[config.mk]
export PLATFORM = sky130hd
export DESIGN_NAME = iso_rx_lane_deframer_flat
export DESIGN_NICKNAME = d
export VERILOG_FILES = /design/src/rtl/iso_rx_lane_deframer_if.sv /design/src/rtl/iso_rx_lane_deframer.sv /design/src/flat_wrapper.sv
export SDC_FILE = /design/constraint.sdc
export NUM_CORES = 1
export LEC_CHECK = 0
export BUFFER_PORTS_ARGS = -buffer_cell sky130_fd_sc_hd__buf_2
export CAP_MARGIN = 20
export CELL_PAD_IN_SITES_DETAIL_PLACEMENT = 0
export CELL_PAD_IN_SITES_GLOBAL_PLACEMENT = 1
export CORE_UTILIZATION = 35
export DETAILED_ROUTE_END_ITERATION = 6
export PLACE_DENSITY_LB_ADDON = 0.1
export SYNTH_ARGS = -nofsm -noshare
export SYNTH_HDL_FRONTEND = slang
export SYNTH_SLANG_ARGS = --single-unit
[constraint.sdc]
create_clock -name ls_clk -period 2.32 [get_ports ls_clk]
set_input_delay 0.232 -clock ls_clk [delete_from_list [all_inputs] [get_ports ls_clk]]
set_output_delay 0.232 -clock ls_clk [all_outputs]
set_load 0.03 [all_outputs]
[src/rtl/iso_rx_lane_deframer_if.sv]
// Lane-0 iso symbol input and deframed pixel/status outputs of iso_rx_lane_deframer.
// master: the symbol source / consumer side; slave: the deframer itself.
interface iso_rx_lane_deframer_if #(
    parameter int PIX_W = 24,
    parameter int CNT_W = 16
);
    logic             rx_en;
    logic [7:0]       iso_symbols_lane0;
    logic             iso_control_sym_flag_lane0;

    logic [PIX_W-1:0] rx_pixel_data;
    logic             rx_pixel_vld;
    logic             rx_line_start;
    logic             rx_line_end;
    logic [CNT_W-1:0] rx_line_px_cnt;
    logic [7:0]       rx_vbid;
    logic             rx_vblank;
    logic [7:0]       rx_mvid;
    logic [7:0]       rx_maud;
    logic             rx_locked;
    logic             rx_err;

    modport master (
        output rx_en, iso_symbols_lane0, iso_control_sym_flag_lane0,
        input  rx_pixel_data, rx_pixel_vld, rx_line_start, rx_line_end, rx_line_px_cnt,
        input  rx_vbid, rx_vblank, rx_mvid, rx_maud, rx_locked, rx_err
    );

    modport slave (
        input  rx_en, iso_symbols_lane0, iso_control_sym_flag_lane0,
        output rx_pixel_data, rx_pixel_vld, rx_line_start, rx_line_end, rx_line_px_cnt,
        output rx_vbid, rx_vblank, rx_mvid, rx_maud, rx_locked, rx_err
    );
endinterface

[src/rtl/iso_rx_lane_deframer.sv]
// iso_rx_lane_deframer: single-lane isochronous symbol deframer (24bpp RGB).
// Tracks BS/SR/BE/FS/FE/SS/SE framing, captures VB-ID/Mvid/Maud, drops fill and
// secondary data, and repacks active data bytes into pixels. All outputs registered.
// Optional build macro: ISO_RX_SR_CHECK_EN enables the every-512th-marker SR check.
module iso_rx_lane_deframer #(
    parameter int PIX_W   = 24,
    parameter int HDR_LEN = 3,
    parameter int CNT_W   = 16
) (
    input  logic                  ls_clk,
    input  logic                  rst,
    iso_rx_lane_deframer_if.slave bus
);
    localparam int BPP  = PIX_W / 8;
    localparam int BC_W = $clog2(BPP + 1);

    localparam logic [7:0] K_BS = 8'hBC;
    localparam logic [7:0] K_SR = 8'h1C;
    localparam logic [7:0] K_BE = 8'hFB;
    localparam logic [7:0] K_FS = 8'hFE;
    localparam logic [7:0] K_FE = 8'hF7;
    localparam logic [7:0] K_SS = 8'h5C;
    localparam logic [7:0] K_SE = 8'hFD;

    localparam logic [2:0] ST_HUNT   = 3'd0;
    localparam logic [2:0] ST_HDR    = 3'd1;
    localparam logic [2:0] ST_BLANK  = 3'd2;
    localparam logic [2:0] ST_SEC    = 3'd3;
    localparam logic [2:0] ST_ACTIVE = 3'd4;
    localparam logic [2:0] ST_FILL   = 3'd5;

    logic [2:0]       state;
    logic [7:0]       hdr_idx;
    logic [BC_W-1:0]  byte_cnt;
    logic [CNT_W-1:0] px_cnt;
    logic [PIX_W-1:0] pix_sr;
    logic [PIX_W-1:0] pix_next;

    logic [PIX_W-1:0] pixel_data;
    logic             pixel_vld;
    logic             line_start;
    logic             line_end;
    logic [CNT_W-1:0] line_px_cnt;
    logic [7:0]       vbid;
    logic [7:0]       mvid;
    logic [7:0]       maud;
    logic             locked;
    logic             err;

    logic [7:0] sym;
    logic       is_ctrl;
    logic       is_bs, is_sr, is_be, is_fs, is_fe, is_ss, is_se;
    logic       is_marker, is_known;
    logic       fault;
    logic       sr_err;

    assign sym     = bus.iso_symbols_lane0;
    assign is_ctrl = bus.iso_control_sym_flag_lane0;

    assign is_bs     = is_ctrl && (sym == K_BS);
    assign is_sr     = is_ctrl && (sym == K_SR);
    assign is_be     = is_ctrl && (sym == K_BE);
    assign is_fs     = is_ctrl && (sym == K_FS);
    assign is_fe     = is_ctrl && (sym == K_FE);
    assign is_ss     = is_ctrl && (sym == K_SS);
    assign is_se     = is_ctrl && (sym == K_SE);
    assign is_marker = is_bs || is_sr;
    assign is_known  = is_marker || is_be || is_fs || is_fe || is_ss || is_se;

    // Newest byte enters at the bottom so the first byte of a pixel ends up in the top lane.
    assign pix_next = {pix_sr[PIX_W-9:0], sym};

    // Decide whether the qualified control symbol is a protocol violation in the current state.
    always_comb begin
        // NOTE: default assigned first so no path leaves fault unassigned (no latch).
        fault = 1'b0;
        if (bus.rx_en && is_ctrl && (state != ST_HUNT)) begin
            if (!is_known) begin
                fault = 1'b1;
            end else begin
                case (state)
                    ST_HDR:    fault = 1'b1;
                    ST_BLANK:  fault = !(is_ss || is_be || is_marker);
                    ST_SEC:    fault = !(is_se || is_ss);
                    ST_ACTIVE: fault = !(is_fs || is_marker);
                    ST_FILL:   fault = !(is_fe || is_marker);
                    default:   fault = 1'b1;
                endcase
            end
        end
    end

`ifdef ISO_RX_SR_CHECK_EN
    logic [8:0] sr_cnt;

    // Every 512th line marker must be SR: flag misplaced markers, resync on every SR.
    assign sr_err = bus.rx_en && ((is_sr && (sr_cnt != 9'd511)) || (is_bs && (sr_cnt == 9'd511)));

    // Count BS markers since the last SR; wraps naturally after a missing SR.
    always_ff @(posedge ls_clk) begin
        if (rst) begin
            sr_cnt <= '0;
        end else if (bus.rx_en) begin
            if (is_sr) begin
                sr_cnt <= '0;
            end else if (is_bs) begin
                sr_cnt <= sr_cnt + 9'd1;
            end
        end
    end
`else
    assign sr_err = 1'b0;
`endif

    // Framing FSM, header capture, pixel repacking and all registered outputs.
    always_ff @(posedge ls_clk) begin
        if (rst) begin
            state       <= ST_HUNT;
            hdr_idx     <= '0;
            byte_cnt    <= '0;
            px_cnt      <= '0;
            pix_sr      <= '0;
            pixel_data  <= '0;
            pixel_vld   <= 1'b0;
            line_start  <= 1'b0;
            line_end    <= 1'b0;
            line_px_cnt <= '0;
            vbid        <= '0;
            mvid        <= '0;
            maud        <= '0;
            locked      <= 1'b0;
            err         <= 1'b0;
        end else begin
            // NOTE: non-blocking defaults first; a later assignment in this block overrides them,
            // which makes every pulse output a single-cycle strobe.
            pixel_vld  <= 1'b0;
            line_start <= 1'b0;
            line_end   <= 1'b0;
            err        <= sr_err;

            if (bus.rx_en) begin
                if (fault) begin
                    err    <= 1'b1;
                    locked <= 1'b0;
                    state  <= ST_HUNT;
                end else if (is_ctrl) begin
                    case (state)
                        ST_HUNT: begin
                            if (is_marker) begin
                                state   <= ST_HDR;
                                hdr_idx <= '0;
                            end
                        end
                        ST_BLANK: begin
                            if (is_ss) begin
                                state <= ST_SEC;
                            end else if (is_be) begin
                                state      <= ST_ACTIVE;
                                line_start <= 1'b1;
                                byte_cnt   <= '0;
                                px_cnt     <= '0;
                            end else begin
                                state   <= ST_HDR;
                                hdr_idx <= '0;
                            end
                        end
                        ST_SEC: begin
                            if (is_se) begin
                                state <= ST_BLANK;
                            end
                        end
                        ST_ACTIVE, ST_FILL: begin
                            if (is_marker) begin
                                line_end    <= 1'b1;
                                line_px_cnt <= px_cnt;
                                if (byte_cnt != '0) begin
                                    err <= 1'b1;
                                end
                                byte_cnt <= '0;
                                state    <= ST_HDR;
                                hdr_idx  <= '0;
                            end else if (is_fs) begin
                                state <= ST_FILL;
                            end else begin
                                state <= ST_ACTIVE;
                            end
                        end
                        default: state <= ST_HUNT;
                    endcase
                end else begin
                    case (state)
                        ST_HDR: begin
                            case (hdr_idx)
                                8'd0:    vbid <= sym;
                                8'd1:    mvid <= sym;
                                8'd2:    maud <= sym;
                                default: ;
                            endcase
                            if (hdr_idx == 8'(HDR_LEN - 1)) begin
                                state  <= ST_BLANK;
                                locked <= 1'b1;
                            end else begin
                                hdr_idx <= hdr_idx + 8'd1;
                            end
                        end
                        ST_ACTIVE: begin
                            pix_sr <= pix_next;
                            if (byte_cnt == BC_W'(BPP - 1)) begin
                                byte_cnt   <= '0;
                                pixel_data <= pix_next;
                                pixel_vld  <= 1'b1;
                                if (px_cnt != '1) begin
                                    px_cnt <= px_cnt + CNT_W'(1);
                                end
                            end else begin
                                byte_cnt <= byte_cnt + BC_W'(1);
                            end
                        end
                        default: ;
                    endcase
                end
            end
        end
    end

    assign bus.rx_pixel_data  = pixel_data;
    assign bus.rx_pixel_vld   = pixel_vld;
    assign bus.rx_line_start  = line_start;
    assign bus.rx_line_end    = line_end;
    assign bus.rx_line_px_cnt = line_px_cnt;
    assign bus.rx_vbid        = vbid;
    assign bus.rx_vblank      = vbid[0];
    assign bus.rx_mvid        = mvid;
    assign bus.rx_maud        = maud;
    assign bus.rx_locked      = locked;
    assign bus.rx_err         = err;
endmodule

[src/flat_wrapper.sv]
// flat-port wrapper written by rule: the top's interface ports become plain ports
module iso_rx_lane_deframer_flat 
#(
    parameter int PIX_W   = 24,
    parameter int HDR_LEN = 3,
    parameter int CNT_W   = 16
)
  (ls_clk, rst, bus_rx_en, bus_iso_symbols_lane0, bus_iso_control_sym_flag_lane0, bus_rx_pixel_data, bus_rx_pixel_vld, bus_rx_line_start, bus_rx_line_end, bus_rx_line_px_cnt, bus_rx_vbid, bus_rx_vblank, bus_rx_mvid, bus_rx_maud, bus_rx_locked, bus_rx_err);
  iso_rx_lane_deframer_if #(.PIX_W(PIX_W), .CNT_W(CNT_W)) bus_i ();
  input  logic ls_clk;
  input  logic rst;
  input wire logic [$bits(bus_i.rx_en)-1:0] bus_rx_en;
  input wire logic [$bits(bus_i.iso_symbols_lane0)-1:0] bus_iso_symbols_lane0;
  input wire logic [$bits(bus_i.iso_control_sym_flag_lane0)-1:0] bus_iso_control_sym_flag_lane0;
  output wire logic [$bits(bus_i.rx_pixel_data)-1:0] bus_rx_pixel_data;
  output wire logic [$bits(bus_i.rx_pixel_vld)-1:0] bus_rx_pixel_vld;
  output wire logic [$bits(bus_i.rx_line_start)-1:0] bus_rx_line_start;
  output wire logic [$bits(bus_i.rx_line_end)-1:0] bus_rx_line_end;
  output wire logic [$bits(bus_i.rx_line_px_cnt)-1:0] bus_rx_line_px_cnt;
  output wire logic [$bits(bus_i.rx_vbid)-1:0] bus_rx_vbid;
  output wire logic [$bits(bus_i.rx_vblank)-1:0] bus_rx_vblank;
  output wire logic [$bits(bus_i.rx_mvid)-1:0] bus_rx_mvid;
  output wire logic [$bits(bus_i.rx_maud)-1:0] bus_rx_maud;
  output wire logic [$bits(bus_i.rx_locked)-1:0] bus_rx_locked;
  output wire logic [$bits(bus_i.rx_err)-1:0] bus_rx_err;
  assign bus_i.rx_en = bus_rx_en;
  assign bus_i.iso_symbols_lane0 = bus_iso_symbols_lane0;
  assign bus_i.iso_control_sym_flag_lane0 = bus_iso_control_sym_flag_lane0;
  assign bus_rx_pixel_data = bus_i.rx_pixel_data;
  assign bus_rx_pixel_vld = bus_i.rx_pixel_vld;
  assign bus_rx_line_start = bus_i.rx_line_start;
  assign bus_rx_line_end = bus_i.rx_line_end;
  assign bus_rx_line_px_cnt = bus_i.rx_line_px_cnt;
  assign bus_rx_vbid = bus_i.rx_vbid;
  assign bus_rx_vblank = bus_i.rx_vblank;
  assign bus_rx_mvid = bus_i.rx_mvid;
  assign bus_rx_maud = bus_i.rx_maud;
  assign bus_rx_locked = bus_i.rx_locked;
  assign bus_rx_err = bus_i.rx_err;
  iso_rx_lane_deframer #(.PIX_W(PIX_W), .HDR_LEN(HDR_LEN), .CNT_W(CNT_W)) u_core (.ls_clk(ls_clk), .rst(rst), .bus(bus_i));
endmodule
==> results.txt <==
* Run status: finished, final reports clean
- Average cell area after synthesis: between 7 and 8 µm²
* TritonCTS clock tree: yes
- In this run, synthesis produced a sequential element count of roughly 110.
- From bottom edge to top edge, the die measures ~120 µm.
* Delay of the slowest critical-path stage: around 400 ps
- Number of buffers created by CTS: 17
- DIE AREA: roughly 15000 µm²
* Commonest register cell after synthesis: dfxtp_1
- The critical path ends at u_core.state[0]$_SDFFE_PP0P_.
* R2r setup slk: 190 ps
- At the pin with the least slew margin, the transition time is roughly 750 ps.
- 0 antenna diodes ended up in the layout.
- CTS saw approximately 110 sinks.
- When the netlist entered floorplanning its net count stood at between 600 and 700.
- Setup repair after global routing left no endpoint under its margin.
- Dividing the final minimum period by the clock period gives 0.917.
- In this run, distinct cell masters in the synthesized netlist total 60.
- Ordered list of cells on the worst path: ha_1 > nor4bb_1 > a31oi_1 > a211o_1 > nand2b_1 > a221o_1 > a21oi_1
- The tool flagged a number of max-cap violations equal to 0.
* DRT iter0 DRCs: between 300 and 400
- The worst register-to-register path ends at u_core.state[0]$_SDFFE_PP0P_.
- In this run the critical register-to-register path is launched from u_core.hdr_idx[1]$_SDFFE_PP0P_.
- The hold violation total from the final report is 0.
- Summed over all layers, the global routing overflow is 0.
* Detailed placement HPWL: 9360 µm
* Final routed DRC violation total: 0
* Share of flip-flops with an asynchronous set or reset: 0
* Final TNS setup: 0 ps
- For this configuration, the core starts out at a cell density of 0.363.
- Die X: roughly 120 µm
- The number of global-route vias before repair was about 4400.
* Number of buffer cells added on primary ports: between 80 and 90
* Core box area: 14000 µm²
- Portion of the post-synthesis area used by sequential elements: 0.448
- Largest net degree at the start of global routing: 73
- The library cell used most frequently in the layout, excluding fill and tap cells, is nand2_1.
- Std-Cell Rows: 43
- Counting buffers and inverters, the worst setup path is 7 cells deep.
- Tracing the worst setup path back leads to its startpoint at u_core.hdr_idx[1]$_SDFFE_PP0P_.
- Buffers added to address setup during post-CTS repair amount to 0.
- The clock passes through at most 2 buffers.
* Count of TritonRoute iterations in the first routing pass: 4
- Element type at the critical path end: flop
* Number of antenna violations at the first check in global routing: 0
* Cell area after placement: 5860 µm²
- The cell sitting at the root of the clock tree is a clkbuf_16.
- STA classifies the critical path startpoint as a flop.
- Worst-Skew Late Latency: 420 ps
* Post-layout power: 5.07 mW
- Total global routing track utilization: 0.192
* I/O pin count: 82
- Headroom to the max-slew limit came out at 0.500.
* Fraction of layout cells with a size suffix above 1: 0.228
- Area of all placed cells without fillers: 6530 µm²
- Setup clock skew after layout: 6.06 ps
* Worst path required time: roughly 2700 ps
- Setup violations remaining at the end of the flow were counted as 0.
* Crit path max-delay cell type: dfxtp_1
- Final net count: 750
* Fmax achieved: approximately 470 MHz
- Number of cells on the worst reg-to-reg path: 7
- Synthesis produced ~640 cells.
* Family with the most delay on the worst path: compound AO/OA/AOI/OAI gates
* Hold/Removal Path Class: input pin to flop
- The worst hold path passes through 3 cells.
- Crit path buffers/inverters: 0
- The number of gates resized after CTS was 0.
- The filler cells instantiated in the layout total between 1000 and 1500.
* Routed Antenna Nets: 0
- After clock tree synthesis, the clock-pin slew on the worst setup and hold paths is about 60 ps.
- Drt via density: around 5.1
- The congestion estimate from routability-driven global placement came to ~0.81.
- Routed vias: 4700
- The H-tree generated during clock tree synthesis spans 4 levels.
- Area of the mapped netlist: a little over 5000 µm²
* Standby leakage power: 2.60 nW
- In the final routed layout, each cell accounts on average for approximately 15 µm.
- Total detailed-routing wirelength: roughly 14000 µm
- Across the VDD grid, the largest voltage drop is roughly 450 µV.
- The count of final max-slew check failures is 0.
* Power density normalized to cell area: between 700 and 800 nW/µm²
- Along the worst path, the maximum fanout reaches 5.
- In the layout the commonest cells are nand2_1, dfxtp_1, buf_2, a21oi_1, nor2_1.
* Arrival time worst endpoint: ~2500 ps
* Shortest clock period the worst path allows after layout: about 2100 ps
- Hold Buf Count CTS: 0
- Number of flops mapped to enable cells by yosys: 0
* Area growth, synth to finish: 28.2%
- Ys Warns: 0
- Worst setup path class: flop to flop
- Finished Core Util: 0.465
- The first global-routing pass estimated approximately 22000 µm of wire.
cell type report:
class | instances | area, µm² | area share
clock inverters | 9 | 176 | 0.0270
repair buffers | 121 | 733 | 0.112
multi-input cells | 467 | 2590 | 0.396
inverters | 12 | 45.0 | 0.00690
flip-flops and latches | 114 | 2280 | 0.350
well taps | 180 | 225 | 0.0345
clock buffers | 23 | 478 | 0.0732
flip-flops by register name, summed over array words and instances, names as in the netlist:
signal,count
u_core.bus.rx_locked,1
u_core.bus.rx_err,1
u_core.bus.rx_mvid,8
u_core.pix_sr,16
u_core.bus.rx_line_px_cnt,16
u_core.bus.rx_line_start,1
u_core.bus.rx_vbid,8
u_core.bus.rx_maud,8
u_core.bus.rx_pixel_vld,1
u_core.bus.rx_pixel_data,24
u_core.state,3
u_core.hdr_idx,8
u_core.byte_cnt,2
u_core.px_cnt,16
u_core.bus.rx_line_end,1
worst min path at each step:
stage | startpoint | slack (ps) | to
5_1_grt | bus_iso_symbols_lane0[7] | 120 | u_core.bus.rx_maud[7]$_SDFFE_PP0P_
6_report | bus_iso_symbols_lane0[7] | 120 | u_core.bus.rx_maud[7]$_SDFFE_PP0P_
4_1_cts | bus_iso_symbols_lane0[7] | 110 | u_core.bus.rx_maud[7]$_SDFFE_PP0P_
3_5_place_dp | u_core.bus.rx_mvid[1]$_SDFFE_PP0P_ | 440 | u_core.bus.rx_mvid[1]$_SDFFE_PP0P_
2_1_floorplan | u_core.pix_sr[15]$_SDFFE_PP0P_ | 430 | u_core.bus.rx_pixel_data[23]$_SDFFE_PP0P_
3_3_place_gp | u_core.bus.rx_vbid[3]$_SDFFE_PP0P_ | 440 | u_core.bus.rx_vbid[3]$_SDFFE_PP0P_
report_power, final:
part	internal [mW]	switching, mW
Clock	1.99	0.916
Combinational	0.0675	0.133
Sequential	1.96	0.00555
Total	4.02	1.05
routing by layer:
metal,vias to the layer above,track usage,share of wire
met2,93,0.294,0.46
met3,19,0.0637,0.046
met1,2184,0.251,0.48
met4,0,0.0716,0.015
met5,-,0,0
li1,2404,-,-
stage by stage:
stage,worst slack [ps],std cells,hold slack (ps)
final,192,926,119
after global routing,13.4,926,122
after CTS,25.0,926,110
after detailed placement,46.5,894,443
after global placement,50.5,894,435
after floorplan,136,639,432
Yosys cell counts, types with 4 or more instances:
cell,instances,area (µm²)
nand2b_1,9,56.3
nand3_1,17,85.1
nor3_1,9,45.0
nand2_1,158,593
buf_2,9,45.0
nor2_1,42,158
nor4b_1,7,61.3
and2_1,10,62.6
o21ai_0,24,120
dfxtp_1,114,2280
nor4_1,9,56.3
mux2i_1,19,190
ha_1,5,62.6
nand3b_1,4,30.0
a21oi_1,74,370
or2_2,5,31.3
clkbuf_1,33,124
nand4_1,6,37.5
o31a_1,7,61.3
a31o_2,6,52.6
inv_1,11,41.3
tightest hold or removal path, cell delays in order:
cell and delay, ps:
buf_2 140, nand2_1 60, a21oi_1 50
logic make-up (layout without fill, tap and decap cells):
| family | after synthesis | after routing | share of synthesized area |
|---|---|---|---|
| multiplexers | 19 | 19 | 0.0374 |
| AO/OA/AOI/OAI | 141 | 141 | 0.172 |
| AND/OR/NAND/NOR | 299 | 299 | 0.277 |
| flip-flops | 114 | 114 | 0.448 |
| buffers and inverters | 58 | 165 | 0.0479 |
| adder cells (fa/ha/maj) | 5 | 5 | 0.0123 |
| XOR/XNOR | 3 | 3 | 0.00516 |
No activity file was read; power rests on OpenSTA's default activity.
